<file path="config.mk">
export PLATFORM = sky130hd
export DESIGN_NAME = wb_port_arbiter_flat
export DESIGN_NICKNAME = d
export VERILOG_FILES = /design/src/rtl/wb_arb_pkg.sv /design/src/rtl/wb_port_arbiter_if.sv /design/src/rtl/wb_arb_fifo.sv /design/src/rtl/wb_port_arbiter.sv /design/src/flat_wrapper.sv
export SDC_FILE = /design/constraint.sdc
export NUM_CORES = 1
export LEC_CHECK = 0
export BUFFER_PORTS_ARGS = -buffer_cell sky130_fd_sc_hd__buf_2
export CORE_ASPECT_RATIO = 0.75
export CORE_UTILIZATION = 42
export CTS_CLUSTER_DIAMETER = 60
export DETAILED_ROUTE_END_ITERATION = 10
export MAX_ROUTING_LAYER = met4
export PLACE_DENSITY = 0.65
export RECOVER_POWER = 50
export SLEW_MARGIN = 30
export SYNTH_ARGS = -nofsm -noshare
export SYNTH_HDL_FRONTEND = slang
export SYNTH_SLANG_ARGS = --single-unit
</file>
<file path="constraint.sdc">
create_clock -name clk -period 3.5 [get_ports clk]
set_clock_uncertainty 0.15 [all_clocks]
set_input_delay 0.525 -clock clk [delete_from_list [all_inputs] [get_ports clk]]
set_output_delay 0.525 -clock clk [all_outputs]
set_load 0.01 [all_outputs]
</file>
<file path="src/rtl/wb_arb_pkg.sv">
// rtl/wb_arb_pkg.sv - shared constants, MD buffer entry type and saturating-add helper
package wb_arb_pkg;
  localparam int WB_REGWRITE = 1;
  localparam int WB_MEMTOREG = 0;
  localparam int REG_W       = 5;
  localparam int DATA_W      = 32;

  typedef struct packed {
    logic              live;
    logic [REG_W-1:0]  rd;
    logic [DATA_W-1:0] data;
  } md_entry_t;

  function automatic logic [15:0] sat_add16(input logic [15:0] v, input logic [1:0] n);
    logic [16:0] s;
    s = {1'b0, v} + {15'b0, n};
    return s[16] ? 16'hFFFF : s[15:0];
  endfunction
endpackage

</file>
<file path="src/rtl/wb_port_arbiter_if.sv">
// rtl/wb_port_arbiter_if.sv - MEM/WB, MD handshake and register-file write bundle
// Stats signals exist only when WB_PORT_ARB_STATS_EN is defined.
interface wb_port_arbiter_if;
  import wb_arb_pkg::*;

  logic [1:0]        wb_ctl;
  logic [REG_W-1:0]  wb_rd;
  logic [DATA_W-1:0] wb_mem;
  logic [DATA_W-1:0] wb_alu;
  logic              md_valid;
  logic              md_ready;
  logic [REG_W-1:0]  md_rd;
  logic [DATA_W-1:0] md_data;
  logic              rf_we;
  logic [REG_W-1:0]  rf_waddr;
  logic [DATA_W-1:0] rf_wdata;
  logic              stall_req;
`ifdef WB_PORT_ARB_STATS_EN
  logic [15:0]       stat_stall_cycles;
  logic [15:0]       stat_cancels;

  modport master (
    output wb_ctl, wb_rd, wb_mem, wb_alu, md_valid, md_rd, md_data,
    input  md_ready, rf_we, rf_waddr, rf_wdata, stall_req, stat_stall_cycles, stat_cancels
  );
  modport slave (
    input  wb_ctl, wb_rd, wb_mem, wb_alu, md_valid, md_rd, md_data,
    output md_ready, rf_we, rf_waddr, rf_wdata, stall_req, stat_stall_cycles, stat_cancels
  );
`else
  modport master (
    output wb_ctl, wb_rd, wb_mem, wb_alu, md_valid, md_rd, md_data,
    input  md_ready, rf_we, rf_waddr, rf_wdata, stall_req
  );
  modport slave (
    input  wb_ctl, wb_rd, wb_mem, wb_alu, md_valid, md_rd, md_data,
    output md_ready, rf_we, rf_waddr, rf_wdata, stall_req
  );
`endif
endinterface

</file>
<file path="src/rtl/wb_arb_fifo.sv">
// rtl/wb_arb_fifo.sv - circular MD result buffer with per-entry rd cancel
module wb_arb_fifo
  import wb_arb_pkg::*;
#(
  parameter int MD_DEPTH = 2,
  localparam int CNT_W   = $clog2(MD_DEPTH + 1)
) (
  input  logic              clk,
  input  logic              rst_n,
  input  logic              push,
  input  logic [REG_W-1:0]  push_rd,
  input  logic [DATA_W-1:0] push_data,
  input  logic              pop,
  input  logic              cancel,
  input  logic [REG_W-1:0]  cancel_rd,
  output md_entry_t         head,
  output logic [CNT_W-1:0]  count
);
  localparam int PTR_W = (MD_DEPTH > 1) ? $clog2(MD_DEPTH) : 1;

  md_entry_t        mem [MD_DEPTH];
  logic [PTR_W-1:0] rd_ptr;
  logic [PTR_W-1:0] wr_ptr;

  function automatic logic [PTR_W-1:0] ptr_inc(input logic [PTR_W-1:0] p);
    return (p == PTR_W'(MD_DEPTH - 1)) ? '0 : p + PTR_W'(1);
  endfunction

  assign head = mem[rd_ptr];

  always_ff @(posedge clk or negedge rst_n) begin
    if (!rst_n) begin
      rd_ptr <= '0;
      wr_ptr <= '0;
      count  <= '0;
      for (int i = 0; i < MD_DEPTH; i++) mem[i] <= '0;
    end else begin
      // Stale slots may also match; clearing their live bit is harmless.
      for (int i = 0; i < MD_DEPTH; i++) begin
        if (cancel && mem[i].rd == cancel_rd) mem[i].live <= 1'b0;
      end
      if (push) begin
        mem[wr_ptr] <= '{live: 1'b1, rd: push_rd, data: push_data};
        wr_ptr      <= ptr_inc(wr_ptr);
      end
      if (pop) rd_ptr <= ptr_inc(rd_ptr);
      count <= count + CNT_W'(push) - CNT_W'(pop);
    end
  end
endmodule

</file>
<file path="src/rtl/wb_port_arbiter.sv">
// rtl/wb_port_arbiter.sv - register-file write port arbiter, pipeline over buffered MD results
// Optional WB_PORT_ARB_STATS_EN adds saturating stall-cycle and cancel counters.
module wb_port_arbiter #(
  parameter int MD_DEPTH = 2,
  parameter int MAX_WAIT = 4
) (
  input logic              clk,
  input logic              rst_n,
  wb_port_arbiter_if.slave bus
);
  import wb_arb_pkg::*;

  localparam int CNT_W  = $clog2(MD_DEPTH + 1);
  localparam int WAIT_W = $clog2(MAX_WAIT + 1);

  md_entry_t         head;
  logic [CNT_W-1:0]  count;
  logic [CNT_W-1:0]  count_next;
  logic [WAIT_W-1:0] wait_cnt;
  logic [WAIT_W-1:0] wait_next;
  logic [DATA_W-1:0] pipe_data;
  logic              pipe_wr, head_valid, accept, drop, push, md_wr, dead_pop, pop;

  assign pipe_wr    = bus.wb_ctl[WB_REGWRITE] && (bus.wb_rd != '0);
  assign pipe_data  = bus.wb_ctl[WB_MEMTOREG] ? bus.wb_mem : bus.wb_alu;
  assign head_valid = (count != '0);
  assign bus.md_ready = (count < CNT_W'(MD_DEPTH));

  // The pipeline write is younger than any same-rd MD result, so such results are dropped.
  assign accept   = bus.md_valid && bus.md_ready;
  assign drop     = accept && ((bus.md_rd == '0) || (pipe_wr && bus.md_rd == bus.wb_rd));
  assign push     = accept && !drop;
  assign md_wr    = !pipe_wr && head_valid && head.live;
  assign dead_pop = head_valid && !head.live;
  assign pop      = md_wr || dead_pop;
  assign count_next = count + CNT_W'(push) - CNT_W'(pop);

  wb_arb_fifo #(.MD_DEPTH(MD_DEPTH)) u_fifo (
    .clk       (clk),
    .rst_n     (rst_n),
    .push      (push),
    .push_rd   (bus.md_rd),
    .push_data (bus.md_data),
    .pop       (pop),
    .cancel    (pipe_wr),
    .cancel_rd (bus.wb_rd),
    .head      (head),
    .count     (count)
  );

  always_comb begin
    wait_next = wait_cnt;
    if (count_next == '0 || md_wr)
      wait_next = '0;
    else if (head_valid && head.live && pipe_wr && wait_cnt != WAIT_W'(MAX_WAIT))
      wait_next = wait_cnt + WAIT_W'(1);
  end

  always_ff @(posedge clk or negedge rst_n) begin
    if (!rst_n) begin
      bus.rf_we     <= 1'b0;
      bus.rf_waddr  <= '0;
      bus.rf_wdata  <= '0;
      bus.stall_req <= 1'b0;
      wait_cnt      <= '0;
    end else begin
      bus.rf_we     <= pipe_wr || md_wr;
      wait_cnt      <= wait_next;
      bus.stall_req <= (wait_next == WAIT_W'(MAX_WAIT));
      if (pipe_wr) begin
        bus.rf_waddr <= bus.wb_rd;
        bus.rf_wdata <= pipe_data;
      end else if (md_wr) begin
        bus.rf_waddr <= head.rd;
        bus.rf_wdata <= head.data;
      end
    end
  end

`ifdef WB_PORT_ARB_STATS_EN
  logic [15:0] stall_cycles;
  logic [15:0] cancels;

  assign bus.stat_stall_cycles = stall_cycles;
  assign bus.stat_cancels      = cancels;

  always_ff @(posedge clk or negedge rst_n) begin
    if (!rst_n) begin
      stall_cycles <= '0;
      cancels      <= '0;
    end else begin
      stall_cycles <= sat_add16(stall_cycles, {1'b0, bus.stall_req});
      cancels      <= sat_add16(cancels, 2'(drop) + 2'(dead_pop));
    end
  end
`endif
endmodule

</file>
<file path="src/flat_wrapper.sv">
// flat-port wrapper written by rule: the top's interface ports become plain ports
module wb_port_arbiter_flat import wb_arb_pkg::*;
#(
  parameter int MD_DEPTH = 2,
  parameter int MAX_WAIT = 4
)
  (clk, rst_n, bus_wb_ctl, bus_wb_rd, bus_wb_mem, bus_wb_alu, bus_md_valid, bus_md_rd, bus_md_data, bus_md_ready, bus_rf_we, bus_rf_waddr, bus_rf_wdata, bus_stall_req);
  wb_port_arbiter_if bus_i ();
  input logic clk;
  input logic rst_n;
  input wire logic [$bits(bus_i.wb_ctl)-1:0] bus_wb_ctl;
  input wire logic [$bits(bus_i.wb_rd)-1:0] bus_wb_rd;
  input wire logic [$bits(bus_i.wb_mem)-1:0] bus_wb_mem;
  input wire logic [$bits(bus_i.wb_alu)-1:0] bus_wb_alu;
  input wire logic [$bits(bus_i.md_valid)-1:0] bus_md_valid;
  input wire logic [$bits(bus_i.md_rd)-1:0] bus_md_rd;
  input wire logic [$bits(bus_i.md_data)-1:0] bus_md_data;
  output wire logic [$bits(bus_i.md_ready)-1:0] bus_md_ready;
  output wire logic [$bits(bus_i.rf_we)-1:0] bus_rf_we;
  output wire logic [$bits(bus_i.rf_waddr)-1:0] bus_rf_waddr;
  output wire logic [$bits(bus_i.rf_wdata)-1:0] bus_rf_wdata;
  output wire logic [$bits(bus_i.stall_req)-1:0] bus_stall_req;
  assign bus_i.wb_ctl = bus_wb_ctl;
  assign bus_i.wb_rd = bus_wb_rd;
  assign bus_i.wb_mem = bus_wb_mem;
  assign bus_i.wb_alu = bus_wb_alu;
  assign bus_i.md_valid = bus_md_valid;
  assign bus_i.md_rd = bus_md_rd;
  assign bus_i.md_data = bus_md_data;
  assign bus_md_ready = bus_i.md_ready;
  assign bus_rf_we = bus_i.rf_we;
  assign bus_rf_waddr = bus_i.rf_waddr;
  assign bus_rf_wdata = bus_i.rf_wdata;
  assign bus_stall_req = bus_i.stall_req;
  wb_port_arbiter #(.MD_DEPTH(MD_DEPTH), .MAX_WAIT(MAX_WAIT)) u_core (.clk(clk), .rst_n(rst_n), .bus(bus_i));
endmodule
</file>
Yosys cells after proc, flatten, opt, wreduce, memory -nomap -nowiden
Index checks and enable logic that the tools add are counted.

Bitwise operators: 2. Eq/ne operators: 5. Add/sub/neg operators: 5. Reduce and logical (&&, ||, !) cells: 26. $lt $le $gt $ge: 4. Muxes and demuxes: 18.

Operators with widths (number): 2-to-1 mux 38 bit (4); 2-to-1 mux 32 bit (3); bitwise mux 76 bit (1); 2-to-1 mux 76 bit (1); demux 38 bit (select 1 bit) (1); == test 5 bit (3); logical AND 1 bit (14); 2-to-1 mux 5 bit (2); 2-to-1 mux 3 bit (2); logical NOT 5 bit (1); nonzero test 5 bit (1); greater-or-equal comparator 2 bit, second input constant (2); logical OR 1 bit (4); 2-to-1 mux 1 bit (4); NOT 1 -> 2 bit (2); nonzero test 2 bit (2); adder 3 x 1 -> 3 bit, second input constant (1); == test 3 bit, second input constant (1); logical NOT 1 bit (3); inequality test 3 bit, second input constant (1); adder 1 bit, second input constant (2); adder 2 x 1 -> 2 bit (1); logical NOT 2 bit (1); less-than comparator 2 x 1 -> 1 bit, second input constant (1); other kinds (2) (2).

Register bits after elaboration: 122. Bits of input ports: 111. Output and inout port bits: 40. Word-level logic and storage cells: 74.

Longest topological paths before layout
Gate-level depths: netlist of run 1.

Depth after elaboration: 13. Depth in mapped cells: 11. Depth with buffers taken out: 10.

Modules after synthesis
A second synthesis of run 1 with hierarchy kept.

Cell total of the unflattened synthesis: 522. Area, all modules: 6167.2 µm².

Modules (own cells, without submodules): wb_arb_fifo (instances 1, sequential area each 2001.9 µm², area an instance 3687.3 µm², cells each 231); wb_port_arbiter (instances 1, sequential area each 1051.0 µm², area an instance 2479.9 µm², cells each 291).

Worst setup path before layout of run 1
OpenSTA, ideal clock, no wires.

Path type: input to register. Start point: input port bus_wb_rd[2]. End point: register u_core.bus.stall_req. Buffers on the path: 0. Cell stages on the path: 10. Arrival time: 2.697 ns. Data required time: 3.230 ns. Path slack: 0.532 ns. Setup time: 0.120 ns. Cells stage by stage: or4_4 > o2111ai_2 > o2111ai_1 > ha_1 > inv_1 > ha_1 > xor3_1 > nor2_1 > a221o_1 > and4_1.

Longest elaborated chain between the ends: 13. Elaborated cells between the ends (all ways): 21. Those cells by class: 2 x add/sub; 2 x eq/ne; 2 x mux; 15 x reduce/logical.

Ends and longest elaborated chain: start: declaration (line flat_wrapper.sv:12) `input wire logic [$bits(bus_i.wb_rd)-1:0] bus_wb_rd;`; nonzero test 5 bit (line wb_port_arbiter.sv:24) `assign pipe_wr = bus.wb_ctl[WB_REGWRITE] && (bus.wb_rd != '0);`; logical AND 1 bit (line wb_port_arbiter.sv:24); logical AND 1 bit (line wb_port_arbiter.sv:31) `assign drop = accept && ((bus.md_rd == '0) || (pipe_wr && bus.md_rd == bus.wb_rd));`; logical OR 1 bit (line wb_port_arbiter.sv:31); logical AND 1 bit (line wb_port_arbiter.sv:31); logical NOT 1 bit (line wb_port_arbiter.sv:32) `assign push = accept && !drop;`; logical AND 1 bit (line wb_port_arbiter.sv:32); adder 2 x 1 -> 2 bit (line wb_port_arbiter.sv:36) `assign count_next = count + CNT_W'(push) - CNT_W'(pop);`; subtractor 2 x 1 -> 2 bit (*) (line wb_port_arbiter.sv:36); net u_core.count_next[1] (line wb_port_arbiter.sv:18) `logic [CNT_W-1:0] count_next;`; logical NOT 2 bit (*) (line wb_port_arbiter.sv:53) `if (count_next == '0 || md_wr)`; logical OR 1 bit (*) (line wb_port_arbiter.sv:53); 2-to-1 mux 3 bit (*) (line wb_port_arbiter.sv:53); == test 3 bit (*) (line wb_port_arbiter.sv:69) `bus.stall_req <= (wait_next == WAIT_W'(MAX_WAIT));`; end signal: assignment (line wb_port_arbiter.sv:69); end: declaration (line wb_port_arbiter_if.sv:37) `output md_ready, rf_we, rf_waddr, rf_wdata, stall_req`.

Mark *: on every way through the listed nets, which the timed path passes. The rest lies on a longest branch. A chain may end at the register's enable or synchronous reset.

Worst setup path after layout of run 1
Start point: input port bus_wb_rd[2]. End point: register u_core.bus.stall_req.

Elaborated cells between the ends (all ways): 21. Those cells by class: 2 x add/sub; 2 x eq/ne; 2 x mux; 15 x reduce/logical.

RTL lines: nonzero test 5 bit (line wb_port_arbiter.sv:24); logical AND 1 bit (line wb_port_arbiter.sv:24); logical NOT 1 bit (line wb_port_arbiter.sv:33) `assign md_wr = !pipe_wr && head_valid && head.live;`; logical AND 1 bit (2 in series) (line wb_port_arbiter.sv:33); logical OR 1 bit (line wb_port_arbiter.sv:35) `assign pop = md_wr || dead_pop;`; net u_core.pop (line wb_port_arbiter.sv:22) `logic pipe_wr, head_valid, accept, drop, push, md_wr, dead_pop, pop;`; subtractor 2 x 1 -> 2 bit (line wb_port_arbiter.sv:36); net u_core.count_next[1] (line wb_port_arbiter.sv:18); logical NOT 2 bit (line wb_port_arbiter.sv:53); logical OR 1 bit (line wb_port_arbiter.sv:53); 2-to-1 mux 3 bit (line wb_port_arbiter.sv:53); == test 3 bit (line wb_port_arbiter.sv:69).

The timed path passes the listed nets, and every way through them passes these cells.

==> results.md, run 1 <==
- First-pass GRT wire length: around 25000 um
- Worst-margin pin slew: between 1.5 and 2 ns
- Final instance area: 7632 um2
- Number of global-route vias before repair: approximately 4800
- DR pass1 iterations: 4
- WL final: 15620 um
- Distinct cells, synth: 38
- Reg-to-Reg Start: u_core.u_fifo.count[1]$_DFF_PN0_
- CTS max path bufs: 2
- Chip width: about 140 um
- Post-synthesis sequential area ratio: approximately half
- Max cap viols: 1
- Final setup viols: 0
- Post-synth net total: roughly 640
- RSZ-0062 raised after global routing: false
- Final Critical Period: ~2.9 ns
- Vias: between 4000 and 5000
- Slew headroom: -6.781%
- Synth Warn #: 0
- Commonest non-fill, non-tap cell in the layout: buf_2
- Post-CTS Setup Bufs: 0
- Initial Util: between 40% and 50%
- Startpoint Class: input pin
- Total track usage: 22.38%
- Syn Area/Cell: roughly 12 um2
- Crit path capture type: flop
- Post-cts hold buffer count: 0
- Die ar.: roughly 15000 um2
- Syn Inst Count: 528
- Commonest register cell after synthesis: dfrtp_1
- Overall power: 7.081 mW
- Failing checks: capacitance limit, slew limit
- DRT iter0 DRCs: 218
- DR vias/cell: between 5 and 6
- Area growth, synth to finish: 23.83%
- Die height: 106.9 um
- Initial antenna violation count: 1
- Fmax: between 300 and 400 MHz
- HPWL Detailed: around 11000 um
- Num Clock Sinks: between 100 and 150
- # DRC: 0
- Required time worst endpoint: approximately 3.7 ns
- Largest net degree at the start of global routing: 63
- Routed wl met2: ~7100 um
- Post-synth EDFFs: 0
- Critical Path Source: bus_wb_rd[2]
- Hold Crit Class: in2reg
- Clock latency on the worst-skew pair: around 0.41 ns
- Total Neg Setup Slack: 0 ns
- Final slew viol count: 62
- Filler cells: 1285
- Gpl congestion: 0.8553
- Yosys reg bits: between 100 and 150
- CTS Buf Count: 17
- CORE AREA: around 14000 um2
- Outcome: finished with violations
- Antenna viol nets, final: 0
- NumNets Final: slightly below 800
- Pwr dens: 927.8 nW/um2
- WL/cell: between 15 and 20 um
- Post-cts repair resize count: 0
- Met3 Wirelength: 972 um
- Hold Vio Cnt, Final: 0
- Share of cells above drive strength 1: a little over a third
- Synth Cell Area: approximately 6200 um2
- Setup CP Type: in2reg
- Buffers on Ports: 150
- H-tree levels: 4
- Synth async-reset ratio: 100.0%
- WP data arrival: slightly above 3 ns
- Worst Min Path Start: bus_md_data[3]
- DP Area: around 7100 um2
- Critical path fanouts, max: 9
- Most frequent cells in the layout: buf_2 (129), dfrtp_1 (121), a21oi_1 (73), mux2_4 (38)
- VDD IR max: 0.3827 mV
- DRT met1 WL: between 7000 and 8000 um
- Rows: 37
- Root Driver: clkbuf_16
- Pleak: 3.510 nW
- Period utilization: 83.27%
- IO Pins: roughly 150
- Grt ovf: 0
- CTS tree: done
- DR top layer: met4
- Clock slew at reported path FFs: ~0.050 ns
## layout make-up
cell class	instances	area (um2)	area share (%)
timing repair buffer	161	858.3	11.25
multi-input combinational	359	2922	38.28
sequential	122	3054	40.02
clock buffer	26	489.2	6.410
clock inverter	3	40.04	0.5246
tap	195	244.0	3.197
antenna	1	2.502	0.03279
inverter	6	22.52	0.2951
## metrics by stage
stage | utilization (%) | hold slack [ns] | setup WS, ns | std cells
floorplan | - | 0.07941 | 0.5325 | 528
global placement | 50.82 | 0.3363 | 0.2614 | 843
detailed placement | 50.82 | 0.3424 | 0.1554 | 843
CTS | 54.59 | 0.07018 | 0.5930 | 872
global route | 54.41 | 0.1930 | 0.4620 | 873
finish | 54.41 | 0.2060 | 0.5855 | 873
## power by group
group / internal (mW) / switching [mW] / total, mW
Sequential: 2.10 / 0.437 / 2.54
Combinational: 1.46 / 1.48 / 2.95
Clock: 1.02 / 0.581 / 1.60
Total: 4.58 / 2.50 / 7.08
## layer usage
metal  vias up  GRT usage (%)
met1      2319          29.30
met5         -              -
li1       2197              -
met3        12          7.503
met2       140          33.36
met4         0          5.760
## worst max-delay path: stages
cell	delay (ns)
buf_2	0.15
or4_4	0.60
o21a_1	0.30
a21oi_1	0.27
ha_1	0.28
inv_1	0.06
ha_1	0.15
xor3_1	0.20
nor2_1	0.08
a221o_1	0.26
and4_1	0.19
## kinds of logic (layout without fill, tap and decap cells)
group                    count (synthesis)  after routing  synth area share, %
other                                    0              1                    0
multiplexers                           113            113                22.19
flip-flops                             122            122                49.53
AND/OR/NAND/NOR                         98             98                8.526
buffers and inverters                   47            196                3.816
AO/OA/AOI/OAI                          126            126                12.32
adder cells (fa/ha/maj)                  4              4               0.8121
XOR/XNOR                                18             18                2.801
## worst paths after layout
kind                            depth (start not counted)                                  end  slack [ns]
worst max-delay path                                   11       u_core.bus.stall_req$_DFF_PN0_        0.59
worst min-delay path                                    2                                 flop        0.21
worst max register to register                          4                                 flop        0.95
worst min register to register                          1                                 flop        0.35
max in group asynchronous                               2  u_core.bus.rf_wdata[10]$_DFFE_PN0P_        1.81
min in group asynchronous                               1                            async pin        0.36
## cell usage after synthesis, types with 2 or more instances
master	number	area (um2)
a211oi_1	33	247.7
a21oi_1	73	365.4
buf_2	11	55.05
buf_6	6	67.56
clkbuf_1	23	86.33
dfrtp_1	122	3053
ha_1	4	50.05
inv_1	6	22.52
mux2_2	37	416.7
mux2_4	38	570.6
mux2i_1	38	380.4
nand2_1	14	52.55
nand3_1	6	30.03
nor2_1	3	11.26
nor2b_1	32	200.2
nor3_1	37	185.2
o21ai_0	7	35.03
o21ai_2	2	17.52
o41ai_1	2	17.52
xnor2_1	12	105.1
xor2_1	5	43.79
(Power assumes the default switching activity.)
==> run 2, diff against run 1 <==
Settings changed: ABC_AREA set to 1.
Clock period 3.5 ns to 2.8 ns, I/O delays scaled along.
==> results.md, run 2 <==
- Outcome: finished clean
- Most frequent cells in the layout: nand2_1 (307), buf_2 (130), dfrtp_1 (121), nand4_1 (76), mux2i_1 (41)
- Period utilization: between 80% and 90%
- Final slew viol count: 0 (-100%)
- Clock slew at reported path FFs: 0.06 ns (about the same)
- Startpoint Class: flop
- # diodes: 0 (-1)
- Top post-synthesis cells by count: nand2_1 (307), dfrtp_1 (122), nand4_1 (76)
- Pwr dens: 1095 nW/um2 (+18%)
- DR pass1 iterations: 5 (+1)
- Number of global-route vias before repair: 5337 (+12%)
- Synth top area cells: dfrtp_1 (49%), nand2_1 (18%), nand4_1 (7.6%), mux2i_1 (6.6%), o211ai_1 (3.2%)
- Sequential Power Share: 36.0% (+0.2 points)
- Register area: 3054 um2 (unchanged)
- Sw frac: 38.74% (+3.4 points)
- Combinational power share: 37.2% (-4.4 points)
- Delay-heaviest family, CP: simple AND/OR/NAND/NOR gates
- DRT iter0 DRCs: 318 (+46%)
- Crit-path cells: nor2_1, a21oi_1, nand2_1, o21ai_0, ha_1, inv_1, ha_1, nand3_1, nand3_1, nand2_1, inv_1, nand3_1, nand2_1, nor2_1
- Layout Utilization: 52.92% (-1.5 points)
- Crit path capture type: flop
- Syn Inst Count: 724 (+37%)
- NumNets Final: 972 (+24%)
- Grt ovf: 0 (unchanged)
- Synth Warn #: 0 (unchanged)
- CTS max path bufs: 2 (unchanged)
- Largest net degree at the start of global routing: 59 (-6.3%)
- Initial Util: 43.04% (-0.90 points)
- Die ar.: 15360 um2 (+1.2%)
- Num Clock Sinks: 122 (unchanged)
- Required time worst endpoint: 2.95 ns (-0.70 ns)
- Gpl congestion: 0.7991 (-6.6%)
- Total track usage: 24.58% (+2.2 points)
- Hold Crit Class: in2reg
- Fmax: 433.6 MHz
- Post-synth net total: 839 (+30%)
- P_sw: 3.255 mW (+30%)
- Commonest register cell after synthesis: dfrtp_1
- Vias: 5520 (+18%)
- Buf/Inv on CP: 2 (unchanged)
- # DRC: 0 (unchanged)
- Root Driver: clkbuf_16
- Worst-margin pin slew: 1.489 ns (-0.1125 ns)
- Die height: 107.6 um (+0.62%)
- Int Power: 5.147 mW (+12%)
- Post-synth EDFFs: 0 (unchanged)
- Share of cells above drive strength 1: 23.45% (-13 points)
- Setup CP Type: reg2reg
- Final Critical Period: between 2 and 2.5 ns
- First-pass GRT wire length: 27810 um (+12%)
- Clock latency on the worst-skew pair: 0.41 ns (about the same)
- Most frequent cell after synthesis: nand2_1
- Hold Vio Cnt, Final: 0 (unchanged)
- Synth async-reset ratio: 100.0% (unchanged)
- CTS tree: done
- RSZ-0062 raised after global routing: false
- Buffers on Ports: 150 (unchanged)
- Final setup viols: 0 (unchanged)
- Slew headroom: 0.7194% (+7.5 points)
- Yosys reg bits: 122 (unchanged)
- Antenna viol nets, final: 0 (unchanged)
- WL/cell: 16.13 um (-9.9%)
- Post-CTS Setup Bufs: 0 (unchanged)
- Pleak: 4.013 nW (+14%)
- CP max stage cell: dfrtp_1
- Area growth, synth to finish: 22.96%
- Post-synthesis sequential area ratio: 48.92% (-0.62 points)
- Max cap viols: 0 (-1)
- Filler cells: 1384 (+7.7%)
- CP max stage delay: 0.40 ns (-0.20 ns)
- Initial antenna violation count: 0 (-1)
- CORE AREA: 14500 um2 (+3.4%)
- H-tree levels: 4 (unchanged)
- Overall power: 8.403 mW (+19%)
- Final instance area: 7674 um2 (+0.54%)
- HPWL Detailed: 11020 um (+4.8%)
- Yosys top cell area share: 48.92% (-0.62 points)
- WL final: 17260 um (+10%)
- Synth area leader: dfrtp_1
- VDD IR max: 0.4727 mV (+24%)
- Clock power share: 26.8% (+4.2 points)
- DP Area: 7083 um2 (-0.63%)
- Chip width: 142.8 um (+0.62%)
- Rows: 38 (+2.7%)
- Multi-input logic area: 2756 um2 (-5.7%)
- Total Neg Setup Slack: 0 ns (unchanged)
- Synth Cell Area: 6241 um2 (+1.3%)
- WP data arrival: 2.46 ns (-0.61 ns)
- DR vias/cell: 5.159 (-3.5%)
- IO Pins: 151 (unchanged)
- Critical path fanouts, max: 3 (-6)
- Commonest non-fill, non-tap cell in the layout: nand2_1
- Distinct cells, synth: 28 (-26%)
- CTS Buf Count: 17 (unchanged)
- Syn Area/Cell: 8.620 um2 (-26%)
run 2: cell count changes in the layout (fill, tap and decap cells not counted), sizes merged, moves of 32 or more:
| cell | change |
|---|---|
| nand2 | +305 |
| nand4 | +76 |
| mux2 | -75 |
| a21oi | -71 |
| nor3 | -35 |
| a211oi | -33 |
| nor2b | -32 |
run 2: kinds of logic (layout without fill, tap and decap cells):
logic type,after synthesis,after routing,synth area share (%)
compound gates,40,40,4.892
buf+inv,78,224,6.856
fa+ha+maj,4,4,0.8020
simple gates,423,423,29.71
flops,122,122,48.92
xor+xnor,16,16,2.245
mux,41,41,6.576
run 2: repair_timing:
action	CTS	global route
hold endpoints to repair	22	0
gates resized for setup	0	0
hold buffers	1	0
run 2: worst register-to-register path: stages (launching register included):
cell and delay (ns):
dfrtp_1 0.40, nor2_1 0.23, a21oi_1 0.08, nand2_1 0.10, o21ai_0 0.14, ha_1 0.32
inv_1 0.07, ha_1 0.16, nand3_1 0.10, nand3_1 0.09, nand2_1 0.07, inv_1 0.08
nand3_1 0.09, nand2_1 0.08, nor2_1 0.04
run 2: power by group through the flow:
| stage | clock [mW] | combinational (mW) | sequential, mW |
|---|---|---|---|
| floorplan | 0 | 2.09 | 3.08 |
| global placement | 0 | 3.11 | 3.02 |
| detailed placement | 0 | 3.18 | 3.03 |
| CTS | 2.28 | 3.19 | 3.01 |
| global route | 2.37 | 3.53 | 3.12 |
| finish | 2.25 | 3.13 | 3.02 |
run 2: cell type report:
type                            instances  share of cell area, %
Inverter                               22                  1.109
Sequential cell                       122                  39.80
Tap cell                              200                  3.261
Clock inverter                          6                  1.076
Timing Repair Buffer                  170                  11.94
Multi-Input combinational cell        524                  35.92
Clock buffer                           26                  6.897
run 2: metrics by stage:
| stage | hold slack, ns | cells | setup WS (ns) |
|---|---|---|---|
| after floorplan | -0.02559 | 724 | 0.3788 |
| after global placement | 0.2080 | 1037 | 0.4281 |
| after detailed placement | 0.2036 | 1037 | 0.3645 |
| after CTS | 0.1147 | 1070 | 0.5306 |
| after global routing | 0.1197 | 1070 | 0.2463 |
| final | 0.1241 | 1070 | 0.4936 |
run 2: routing by layer:
metal / wire length (um) / track usage, %
met3: 1002 / 5.027
met2: 7634 / 37.29
met5: 0 / -
met1: 8528 / 33.88
met4: 92 / 5.684
run 2: worst paths after layout:
check	startpoint	to	slack [ns]	depth (start not counted)
hold / removal	bus_md_data[11]	flop	0.12	3
hold reg to reg	flop	flop	0.32	2
max in group asynchronous	rst_n	u_core.u_fifo.rd_ptr$_DFFE_PN0P_	0.77	3
setup / recovery	u_core.u_fifo.count[1]$_DFF_PN0_	u_core.bus.stall_req$_DFF_PN0_	0.49	14
setup reg to reg	u_core.u_fifo.count[1]$_DFF_PN0_	u_core.bus.stall_req$_DFF_PN0_	0.49	14
min in group asynchronous	rst_n	u_core.bus.rf_waddr[1]$_DFFE_PN0P_	0.75	2
==> run 3, diff against run 2 <==
Clock period 2.8 ns to 2.2 ns, I/O delays scaled along.
==> results.md, run 3 (same netlist as run 2, synthesis figures left out) <==
- CORE AREA: 14500 um2 (unchanged)
- VDD IR max: 0.6492 mV (+37%)
- Crit-path cells: inv_1, nand2_2, a21oi_2, nand2_1, o21ai_2, ha_4, inv_2, ha_4, nand3_1, nand3_2, nand2_1, inv_2, nand3_2, nand2_1, nor2_1
- Required time worst endpoint: 2.36 ns (-0.59 ns)
- Worst Hold Margin: 0.02644 ns (-0.09762 ns)
- Setup WS post-layout: 0.1552 ns (-0.3384 ns)
- Num Clock Sinks: 122 (unchanged)
- # DRC: 0 (unchanged)
- Largest net degree at the start of global routing: 69 (+17%)
- Filler cells: 1405 (+1.5%)
- NumNets Final: 989 (+1.7%)
- Layout Utilization: 53.81% (+0.89 points)
- Critical path fanouts, max: 4 (+1)
- Grt ovf: 0 (unchanged)
- Multi-input logic area: 2816 um2 (+2.2%)
- Share of cells above drive strength 1: 25.54% (+2.1 points)
- Initial antenna violation count: 1 (+1)
- Overall power: 10.57 mW (+26%)
- CTS tree: done
- WL final: 16650 um (-3.6%)
- Setup CP Type: reg2reg
- Root Driver: clkbuf_16
- Most frequent cells in the layout: nand2_1 (305), buf_2 (130), dfrtp_1 (120), nand4_1 (76), mux2i_1 (41)
- Area growth, synth to finish: 25.02%
- Total track usage: 24.15% (-0.44 points)
- DR pass1 iterations: 5 (unchanged)
- WP data arrival: 2.21 ns (-0.25 ns)
- Crit path capture type: flop
- Hold Crit Class: in2reg
- Final Critical Period: 2.045 ns (-0.2616 ns)
- Most frequent CP cell: nand2_1
- DRT iter0 DRCs: 422 (+33%)
- CTS max path bufs: 2 (unchanged)
- Buffers on Ports: 150 (unchanged)
- CP max stage delay: 0.42 ns (+0.02 ns)
- Fmax: 489.1 MHz (+13%)
- CP max stage cell: dfrtp_2
- Register area: 3055 um2 (about the same)
- Slew headroom: 16.96% (+16 points)
- Clock slew at reported path FFs: 0.05 ns (about the same)
- Pwr dens: 1354 nW/um2 (+24%)
- CTS Buf Count: 17 (unchanged)
- Initial Util: 43.04% (unchanged)
- DP Worst Slack: -0.02725 ns (-0.3917 ns)
- Antenna viol nets, final: 0 (unchanged)
- Hold Vio Cnt, Final: 0 (unchanged)
- IO Pins: 151 (unchanged)
- First-pass GRT wire length: 27420 um (-1.4%)
- Rows: 38 (unchanged)
- Period utilization: 92.94% (+11 points)
- HPWL Detailed: 11020 um (about the same)
- Max cap viols: 0 (unchanged)
- Vias: 5527 (+0.13%)
- Worst-margin pin slew: 1.246 ns (-0.2436 ns)
- Startpoint Class: flop
- Final setup viols: 0 (unchanged)
- Number of global-route vias before repair: 5368 (+0.58%)
- Gpl congestion: 0.8245 (+3.2%)
- Pleak: 4.065 nW (+1.3%)
- Final slew viol count: 0 (unchanged)
- Die ar.: 15360 um2 (unchanged)
- H-tree levels: 4 (unchanged)
- Die height: 107.6 um (unchanged)
- WL/cell: 15.33 um (-5.0%)
- Outcome: finished clean
- DR vias/cell: 5.089 (-1.3%)
- Clock latency on the worst-skew pair: 0.42 ns (about the same)
- Commonest non-fill, non-tap cell in the layout: nand2_1
- Chip width: 142.8 um (unchanged)
## run 3: repair_timing
action                                  4_1_cts  5_1_grt
hold buffers                                  1        0
setup buffers                                 0        1
endpoints found under the setup margin        0        4
gates resized for setup                       0        5
endpoints found under the hold margin       122        0
## run 3: critical path: cells and delay by family, from the launching register on
family | cells | cell delay (ns)
AO/OA/AOI/OAI | 2 | 0.21
adder cells (fa/ha/maj) | 2 | 0.35
buffers and inverters | 3 | 0.23
flip-flops | 1 | 0.42
AND/OR/NAND/NOR | 8 | 0.58
## run 3: path summary, 6_finish.rpt
check / cells after the start / start / slack, ns / end
hold reg to reg: 2 / flop / 0.32 / flop
max in group asynchronous: 3 / rst_n / 0.37 / u_core.u_fifo.rd_ptr$_DFFE_PN0P_
hold / removal: 3 / bus_wb_ctl[1] / 0.03 / u_core.bus.rf_waddr[0]$_DFFE_PN0P_
setup / recovery: 15 / u_core.u_fifo.rd_ptr$_DFFE_PN0P_ / 0.16 / u_core.bus.stall_req$_DFF_PN0_
setup reg to reg: 15 / u_core.u_fifo.rd_ptr$_DFFE_PN0P_ / 0.16 / u_core.bus.stall_req$_DFF_PN0_
min in group asynchronous: 3 / rst_n / 0.57 / u_core.bus.rf_wdata[28]$_DFFE_PN0P_
## run 3: through the flow
stage / std cells / TNS (ns) / cell area, um2
4_1_cts: 1084 / 0 / 7830
3_5_place_dp: 1053 / -0.05797 / 7312
2_1_floorplan: 724 / -0.02601 / 6309
3_3_place_gp: 1053 / 0 / 7312
6_report: 1086 / 0 / 7802
5_1_grt: 1086 / -0.006164 / 7802
## run 3: power breakdown
| part | switching, mW | total (mW) | internal, mW |
|---|---|---|---|
| clock network | 0.915 | 2.42 | 1.51 |
| logic | 2.63 | 4.30 | 1.67 |
| registers | 0.581 | 3.85 | 3.27 |
| total | 4.12 | 10.6 | 6.44 |
## run 3: final cells by class
cell class | count | share of cell area, %
flip-flops and latches | 122 | 39.16
multi-input cells | 524 | 36.10
repair buffers | 187 | 13.90
clock buffers | 27 | 6.318
well taps | 200 | 3.207
inverters | 22 | 1.090
clock inverters | 3 | 0.1924
diodes | 1 | 0.03207
## run 3: routing by layer
layer	share of wire [%]	global-route usage (%)	routed length, um	vias up
met3	5.7	5.560	949	10
met1	49	32.04	8075	2636
li1	-	-	-	2728
met5	0	-	0	-
met2	45	36.59	7514	153
met4	0.64	7.834	106	0
